==> config.mk <==
export PLATFORM = sky130hd
export DESIGN_NAME = sys_pe_lanes
export DESIGN_NICKNAME = d
export VERILOG_FILES = /design/src/rtl/sys_pe_pkg.sv /design/src/rtl/sys_pe_mac_lane.sv /design/src/rtl/sys_pe_lanes.sv
export SDC_FILE = /design/constraint.sdc
export NUM_CORES = 2
export LEC_CHECK = 0
export BUFFER_PORTS_ARGS = -buffer_cell sky130_fd_sc_hd__buf_2
export CAP_MARGIN = 0
export CORE_MARGIN = 10
export CORE_UTILIZATION = 50
export DETAILED_ROUTE_END_ITERATION = 7
export GPL_ROUTABILITY_DRIVEN = 0
export PLACE_DENSITY = 0.67
export RECOVER_POWER = 50
export SKIP_LAST_GASP = 1
export SLEW_MARGIN = 0
export SYNTH_ARGS = -nofsm -noshare
export SYNTH_HDL_FRONTEND = slang
export SYNTH_SLANG_ARGS = --single-unit
==> constraint.sdc <==
create_clock -name clk -period 14.9 [get_ports clk]
set_clock_uncertainty 0.2 [all_clocks]
set_input_delay 0.745 -clock clk [delete_from_list [all_inputs] [get_ports clk]]
set_output_delay 0.745 -clock clk [all_outputs]
set_load 0.02 [all_outputs]
==> src/rtl/sys_pe_pkg.sv <==
// Shared defaults, beat tag type and saturation helper for the sys_pe_lanes processing element.
// SYS_PE_SAT_EN selects saturating accumulation in the lanes.
package sys_pe_pkg;

    localparam int unsigned DefWl        = 16;
    localparam int unsigned DefLanes     = 4;
    localparam int unsigned DefAccw      = 40;
    localparam int unsigned DefMulStages = 2;

    typedef struct packed {
        logic active;
        logic is_end;
    } beat_tag_t;

    // Clamp a signed value to the range of a w-bit signed number (w <= 64).
    function automatic logic signed [63:0] sat_clip(input logic signed [63:0] x,
                                                    input int unsigned      w);
        logic signed [63:0] hi;
        logic signed [63:0] lo;
        hi = (64'sd1 <<< (w - 1)) - 64'sd1;
        lo = -hi - 64'sd1;
        if (x > hi) begin
            return hi;
        end
        if (x < lo) begin
            return lo;
        end
        return x;
    endfunction

endpackage

==> src/rtl/sys_pe_mac_lane.sv <==
// One feature lane: signed multiplier pipeline followed by the accumulator and its result register.
// With SYS_PE_SAT_EN defined the accumulator saturates and reports it on sat_o.
module sys_pe_mac_lane
    import sys_pe_pkg::*;
#(
    parameter int unsigned WL         = DefWl,
    parameter int unsigned ACCW       = DefAccw,
    parameter int unsigned MUL_STAGES = DefMulStages
) (
    input  logic                   clk,
    input  logic                   rst_n,
    input  logic                   ena,
    input  logic signed [WL-1:0]   w_i,
    input  logic signed [WL-1:0]   f_i,
    input  beat_tag_t              tag_i,
    output logic                   done_o,
    output logic signed [ACCW-1:0] sum_o
`ifdef SYS_PE_SAT_EN
    ,
    output logic                   sat_o
`endif
);

    localparam int unsigned Last = MUL_STAGES - 1;

    logic signed [2*WL-1:0] prod_full;
    logic signed [ACCW-1:0] prod_ext;

    assign prod_full = w_i * f_i;
    assign prod_ext  = ACCW'(prod_full);

    logic signed [ACCW-1:0] pipe_q [MUL_STAGES];
    logic signed [ACCW-1:0] pipe_d [MUL_STAGES];
    beat_tag_t              tag_q  [MUL_STAGES];
    beat_tag_t              tag_d  [MUL_STAGES];

    always_comb begin
        for (int i = 0; i < int'(MUL_STAGES); i++) begin
            pipe_d[i] = pipe_q[i];
            tag_d[i]  = tag_q[i];
        end
        if (ena) begin
            pipe_d[0] = prod_ext;
            tag_d[0]  = tag_i;
            for (int i = 1; i < int'(MUL_STAGES); i++) begin
                pipe_d[i] = pipe_q[i-1];
                tag_d[i]  = tag_q[i-1];
            end
        end
    end

    logic signed [ACCW-1:0] acc_q, acc_d, res_q, res_d, base, sum;
    logic                   first_q, first_d, done_q, done_d;
    beat_tag_t              tag_last;
    logic signed [ACCW-1:0] prod_last;

    assign tag_last  = tag_q[Last];
    assign prod_last = pipe_q[Last];
    // The first beat of a vector replaces the accumulator rather than adding to it.
    assign base      = first_q ? '0 : acc_q;

`ifdef SYS_PE_SAT_EN
    logic signed [ACCW:0] sum_wide;
    logic signed [63:0]   sum_clip;
    logic                 sat_now, sat_run, sat_run_q, sat_run_d, sat_res_q, sat_res_d;

    always_comb begin
        sum_wide = (ACCW+1)'(base) + (ACCW+1)'(prod_last);
        sum_clip = sat_clip(64'(sum_wide), ACCW);
        sum      = sum_clip[ACCW-1:0];
        sat_now  = (sum_clip != 64'(sum_wide));
        sat_run  = first_q ? 1'b0 : sat_run_q;
    end
`else
    assign sum = base + prod_last;
`endif

    always_comb begin
        acc_d   = acc_q;
        res_d   = res_q;
        first_d = first_q;
        done_d  = done_q;
`ifdef SYS_PE_SAT_EN
        sat_run_d = sat_run_q;
        sat_res_d = sat_res_q;
`endif
        if (ena) begin
            done_d = 1'b0;
            if (tag_last.active) begin
                if (tag_last.is_end) begin
                    res_d   = sum;
                    acc_d   = '0;
                    first_d = 1'b1;
                    done_d  = 1'b1;
`ifdef SYS_PE_SAT_EN
                    sat_res_d = sat_run | sat_now;
                    sat_run_d = 1'b0;
`endif
                end else begin
                    acc_d   = sum;
                    first_d = 1'b0;
`ifdef SYS_PE_SAT_EN
                    sat_run_d = sat_run | sat_now;
`endif
                end
            end
        end
    end

    always_ff @(posedge clk or negedge rst_n) begin
        if (!rst_n) begin
            for (int i = 0; i < int'(MUL_STAGES); i++) begin
                pipe_q[i] <= '0;
                tag_q[i]  <= '0;
            end
            acc_q   <= '0;
            res_q   <= '0;
            first_q <= 1'b1;
            done_q  <= 1'b0;
`ifdef SYS_PE_SAT_EN
            sat_run_q <= 1'b0;
            sat_res_q <= 1'b0;
`endif
        end else begin
            pipe_q  <= pipe_d;
            tag_q   <= tag_d;
            acc_q   <= acc_d;
            res_q   <= res_d;
            first_q <= first_d;
            done_q  <= done_d;
`ifdef SYS_PE_SAT_EN
            sat_run_q <= sat_run_d;
            sat_res_q <= sat_res_d;
`endif
        end
    end

    assign done_o = done_q;
    assign sum_o  = res_q;
`ifdef SYS_PE_SAT_EN
    assign sat_o  = sat_res_q;
`endif

endmodule

==> src/rtl/sys_pe_lanes.sv <==
// Systolic PE: one weight stream times LANES feature lanes, registered stream forwarding and a
// depth-1 result register. SYS_PE_SAT_EN enables saturating lanes and the sat_flag output.
module sys_pe_lanes
    import sys_pe_pkg::*;
#(
    parameter int unsigned WL         = DefWl,
    parameter int unsigned LANES      = DefLanes,
    parameter int unsigned ACCW       = DefAccw,
    parameter int unsigned MUL_STAGES = DefMulStages
) (
    input  logic                  clk,
    input  logic                  rst_n,
    input  logic                  ena,
    input  logic [WL-1:0]         w_value,
    input  logic                  w_valid,
    input  logic                  w_end,
    input  logic [LANES*WL-1:0]   f_value,
    input  logic                  f_valid,
    input  logic                  f_end,
    output logic [WL-1:0]         w_out_value,
    output logic                  w_out_valid,
    output logic                  w_out_end,
    output logic [LANES*WL-1:0]   f_out_value,
    output logic                  f_out_valid,
    output logic                  f_out_end,
    output logic [LANES*ACCW-1:0] res_value,
    output logic                  res_valid,
    input  logic                  res_ready,
    output logic                  err_flag,
`ifdef SYS_PE_SAT_EN
    output logic                  sat_flag,
`endif
    output logic                  ovf_flag
);

    // The capture stage doubles as the forwarding register: both have identical timing.
    logic [WL-1:0]       w_val_q, w_val_d;
    logic [LANES*WL-1:0] f_val_q, f_val_d;
    logic                w_vld_q, w_vld_d, w_end_q, w_end_d;
    logic                f_vld_q, f_vld_d, f_end_q, f_end_d;

    always_comb begin
        w_val_d = w_val_q;
        w_vld_d = w_vld_q;
        w_end_d = w_end_q;
        f_val_d = f_val_q;
        f_vld_d = f_vld_q;
        f_end_d = f_end_q;
        if (ena) begin
            w_val_d = w_value;
            w_vld_d = w_valid;
            w_end_d = w_end;
            f_val_d = f_value;
            f_vld_d = f_valid;
            f_end_d = f_end;
        end
    end

    beat_tag_t s0_tag;
    logic      misalign;

    always_comb begin
        s0_tag.active = w_vld_q & f_vld_q;
        s0_tag.is_end = s0_tag.active & (w_end_q | f_end_q);
        misalign      = (w_vld_q ^ f_vld_q) | (s0_tag.active & (w_end_q ^ f_end_q));
    end

    logic [LANES-1:0]      lane_done;
    logic [LANES*ACCW-1:0] lane_sum;
`ifdef SYS_PE_SAT_EN
    logic [LANES-1:0]      lane_sat;
`endif

    for (genvar i = 0; i < int'(LANES); i++) begin : g_lane
        sys_pe_mac_lane #(
            .WL        (WL),
            .ACCW      (ACCW),
            .MUL_STAGES(MUL_STAGES)
        ) u_lane (
            .clk   (clk),
            .rst_n (rst_n),
            .ena   (ena),
            .w_i   (w_val_q),
            .f_i   (f_val_q[i*WL +: WL]),
            .tag_i (s0_tag),
            .done_o(lane_done[i]),
`ifdef SYS_PE_SAT_EN
            .sat_o (lane_sat[i]),
`endif
            .sum_o (lane_sum[i*ACCW +: ACCW])
        );
    end

    logic                  new_res;
    logic                  res_vld_q, res_vld_d, err_q, err_d, ovf_q, ovf_d, sat_q, sat_d;
    logic [LANES*ACCW-1:0] res_val_q, res_val_d;

    // Lanes share tags, so their done strobes are always identical.
    assign new_res = ena & (&lane_done);

    always_comb begin
        res_vld_d = res_vld_q;
        res_val_d = res_val_q;
        ovf_d     = ovf_q;
        sat_d     = sat_q;
        err_d     = err_q | (ena & misalign);
        if (res_vld_q && res_ready) begin
            res_vld_d = 1'b0;
        end
        if (new_res) begin
            if (res_vld_q && !res_ready) begin
                ovf_d = 1'b1;
            end else begin
                res_vld_d = 1'b1;
                res_val_d = lane_sum;
`ifdef SYS_PE_SAT_EN
                sat_d     = |lane_sat;
`else
                sat_d     = 1'b0;
`endif
            end
        end
    end

    always_ff @(posedge clk or negedge rst_n) begin
        if (!rst_n) begin
            w_val_q   <= '0;
            w_vld_q   <= 1'b0;
            w_end_q   <= 1'b0;
            f_val_q   <= '0;
            f_vld_q   <= 1'b0;
            f_end_q   <= 1'b0;
            res_vld_q <= 1'b0;
            res_val_q <= '0;
            err_q     <= 1'b0;
            ovf_q     <= 1'b0;
            sat_q     <= 1'b0;
        end else begin
            w_val_q   <= w_val_d;
            w_vld_q   <= w_vld_d;
            w_end_q   <= w_end_d;
            f_val_q   <= f_val_d;
            f_vld_q   <= f_vld_d;
            f_end_q   <= f_end_d;
            res_vld_q <= res_vld_d;
            res_val_q <= res_val_d;
            err_q     <= err_d;
            ovf_q     <= ovf_d;
            sat_q     <= sat_d;
        end
    end

    assign w_out_value = w_val_q;
    assign w_out_valid = w_vld_q;
    assign w_out_end   = w_end_q;
    assign f_out_value = f_val_q;
    assign f_out_valid = f_vld_q;
    assign f_out_end   = f_end_q;
    assign res_value   = res_val_q;
    assign res_valid   = res_vld_q;
    assign err_flag    = err_q;
    assign ovf_flag    = ovf_q;
`ifdef SYS_PE_SAT_EN
    assign sat_flag    = sat_q & res_vld_q;
`endif

endmodule

==> results.toml <==
[drt]
wl_per_cell_um = 19.7
vias = 53792
dr.first_iter.drc_count = 3160
avgViaCountPerCell = 5.42
detailedRoute.firstPassIterationCount = 5
drtAntennaViolNets = 0
drt_wl_total_um = 195000
drc = 0

[clock_network]
cts_made_buffers = 96
clk_pin_slew_ns = 0.06
cts_tree = "done"
insertion_delay_ns = 0.75
cts_max_level = 3
clk_path_buf_depth = 3
cts_resized = 0
cts_root_buf = "clkbuf_16"
cts_sinks = 829

[sta]
fin_ws_ns = 6.45
min_period_ns = 8.45
min_period_over_period = 0.567
fmax_ghz = 0.118
tightest_slew_ns = 5.72
setup_violations = 0
slew_headroom = -2.81
rsz0062_at_grt = "false"
slew_violations = 642
hold_violations = 0
tns_ns = 0

[run_status]
violations = "max-capacitance violations, max-slew violations"
status = "finished, violations left"

[die]
coreArea_mm2 = 0.155
io_pins = 335
dieArea_mm2 = 0.172
die_w_um = 415
start_util = 0.505
rows = 144
die_y_um = 415

[global_routing]
grt_antenna_before_repair = 5
overflow = 0
grt_pass1_wl_um = 322000
grt_usage = 0.230
grt_max_degree = 161
grt_pass1_vias = 58235

[critical_path]
worstPathRequired_ns = 15.33
worstSetupPathType = "input pin to register"
critPathMaxFanout = 77
worst_setup_path_end_kind = "register"
critPathLaunchType = "input pin"
cp.arrival_ns = 8.89

[yosys]
synthFlopType = "dfrtp_1"
synth-edff-count = 0
syn-instance-count = 7609
avgSynthCellArea_um2 = 10.3
ys_warn_count = 0
syn_area_mm2 = 0.0781
synth-seq-area-share = 0.266
ys_ff_latch = 829
synth_fp_nets = 9235
async_flop_share = 1.00
synth_cell_types = 79

[placed_design]
post-dp-hpwl_um = 145000
port-buffer-count = 334
place_area_mm2 = 0.0815
preCtsSetupSlack_ns = 7.26

[worst_hold_path]
holdCritPathClass = "input pin to register"

[cells_and_area]
area_growth_pct = 8.93
drive_gt1_frac = 0.119
fin_nets = 9422
postLayoutCellArea_mm2 = 0.0851
fillers = 13637

[flow_run]
maxCapViolCount = 10
==> sequential cells by signal, indices dropped and copies added (netlist names), 2 cells and up <==
register,flops
f_out_value,64
g_lane.u_lane.acc_q,160
g_lane.u_lane.pipe_q,128
g_lane.u_lane.prod_last,128
g_lane.u_lane.sum_o,160
g_lane.u_lane.tag_last,2
g_lane.u_lane.tag_q,2
res_value,160
w_out_value,16
==> critical path: stages <==
cell      delay (ns)
clkbuf_1        2.90
nand2_1         2.37
clkbuf_1        1.72
nor3_1          0.60
o21ai_0         0.15
o41a_1          0.14
o311ai_0        0.10
==> Yosys cell counts, drive strengths merged (16+ instances only) <==
master  instances  share of area
nand2b         58         0.0046
inv          1186          0.057
o21a           37         0.0036
a31oi          24         0.0020
a21oi         222          0.014
mux2          534          0.077
o21ai         296          0.019
and2          498          0.040
o211ai         19         0.0019
nand4          16         0.0013
o31ai          24         0.0024
a21o          165          0.016
ha            486          0.078
a211oi         24         0.0024
fa           1052           0.27
a22o           66         0.0074
nor2          168         0.0081
clkbuf        339          0.016
and3           27         0.0022
o21bai         42         0.0040
nor3           36         0.0023
xnor2         201          0.023
dfrtp         828           0.27
xor2           89          0.010
nand3          44         0.0029
nor2b         194          0.016
nand2         783          0.038
==> per-layer routing <==
layer,part of all wire,global-route usage
met2,0.48,0.390
met1,0.43,0.301
met5,0.000082,0
met4,0.035,0.0780
met3,0.052,0.0352
==> through the flow <==
stage | util | cells | hold slack [ns]
2_1_floorplan | - | 7609 | 0.241
3_3_place_gp | 0.527 | 9695 | 0.254
3_5_place_dp | 0.527 | 9695 | 0.260
4_1_cts | 0.552 | 9920 | 0.000162
5_1_grt | 0.550 | 9920 | 0.0337
6_report | 0.550 | 9921 | 0.0545
==> logic make-up after synthesis <==
kind of cell | Yosys count | share of synthesized area
xor gates and xnor gates | 290 | 0.0325
muxes | 539 | 0.0777
adders and majority gates | 1538 | 0.348
and+or+nand+nor | 1869 | 0.119
AOI/OAI and AO/OA | 1014 | 0.0843
DFF | 829 | 0.266
buffers and inverters | 1530 | 0.0735
==> final cells by class <==
cell class / count / area [um^2] / share of cell area
multi-input combinational: 5250 / 51600 / 0.607
sequential: 829 / 20800 / 0.244
inverter: 1186 / 4450 / 0.0523
clock buffer: 135 / 2770 / 0.0326
tap: 2044 / 2560 / 0.0301
timing repair buffer: 433 / 2290 / 0.0270
clock inverter: 43 / 616 / 0.00724
antenna: 1 / 2.50 / 0.0000294
==> repair_timing <==
item / in CTS / in global routing
endpoints found under the setup margin: 0 / 0
hold buffers: 47 / 0
buffers inserted: 0 / 0
hold endpoints to repair: 143 / 0
==> layout by cell type, fill, tap and decap left out, drive strengths merged, types with 44 or more instances in the layout <==
cell type	Yosys	final
and2	498	498
mux2	534	534
a22o	66	66
xor2	89	89
inv	1186	1197
nand2	783	783
dfrtp	828	828
xnor2	201	201
nor2b	194	194
nand2b	58	58
a21oi	222	222
clkbuf	339	330
buf	5	191
nand3	44	44
ha	486	486
nor2	168	168
dlygate4sd3	0	47
fa	1052	1052
a21o	165	165
o21ai	296	296
==> final timing paths <==
check                                                  startpoint                                 endpoint  slack, ns  depth (start not counted)
max                                                           ena   g_lane[3].u_lane.acc_q[39]$_DFFE_PN0P_       6.45                          7
min                                                   f_value[58]              f_out_value[58]$_DFFE_PN0P_       0.05                          2
max reg2reg                           w_out_value[15]$_DFFE_PN0P_  g_lane[1].u_lane.pipe_q[71]$_DFFE_PN0P_       6.99                         22
min reg2reg                g_lane[1].u_lane.acc_q[29]$_DFFE_PN0P_   g_lane[1].u_lane.acc_q[29]$_DFFE_PN0P_       0.27                          2
max in group asynchronous                                   rst_n               w_out_value[6]$_DFFE_PN0P_       6.47                          3
min in group asynchronous                                   rst_n                res_value[24]$_DFFE_PN0P_       2.49                          2
Power is not shown: default switching activity piles up to over one toggle a cycle in this logic, so the estimate is an artifact.
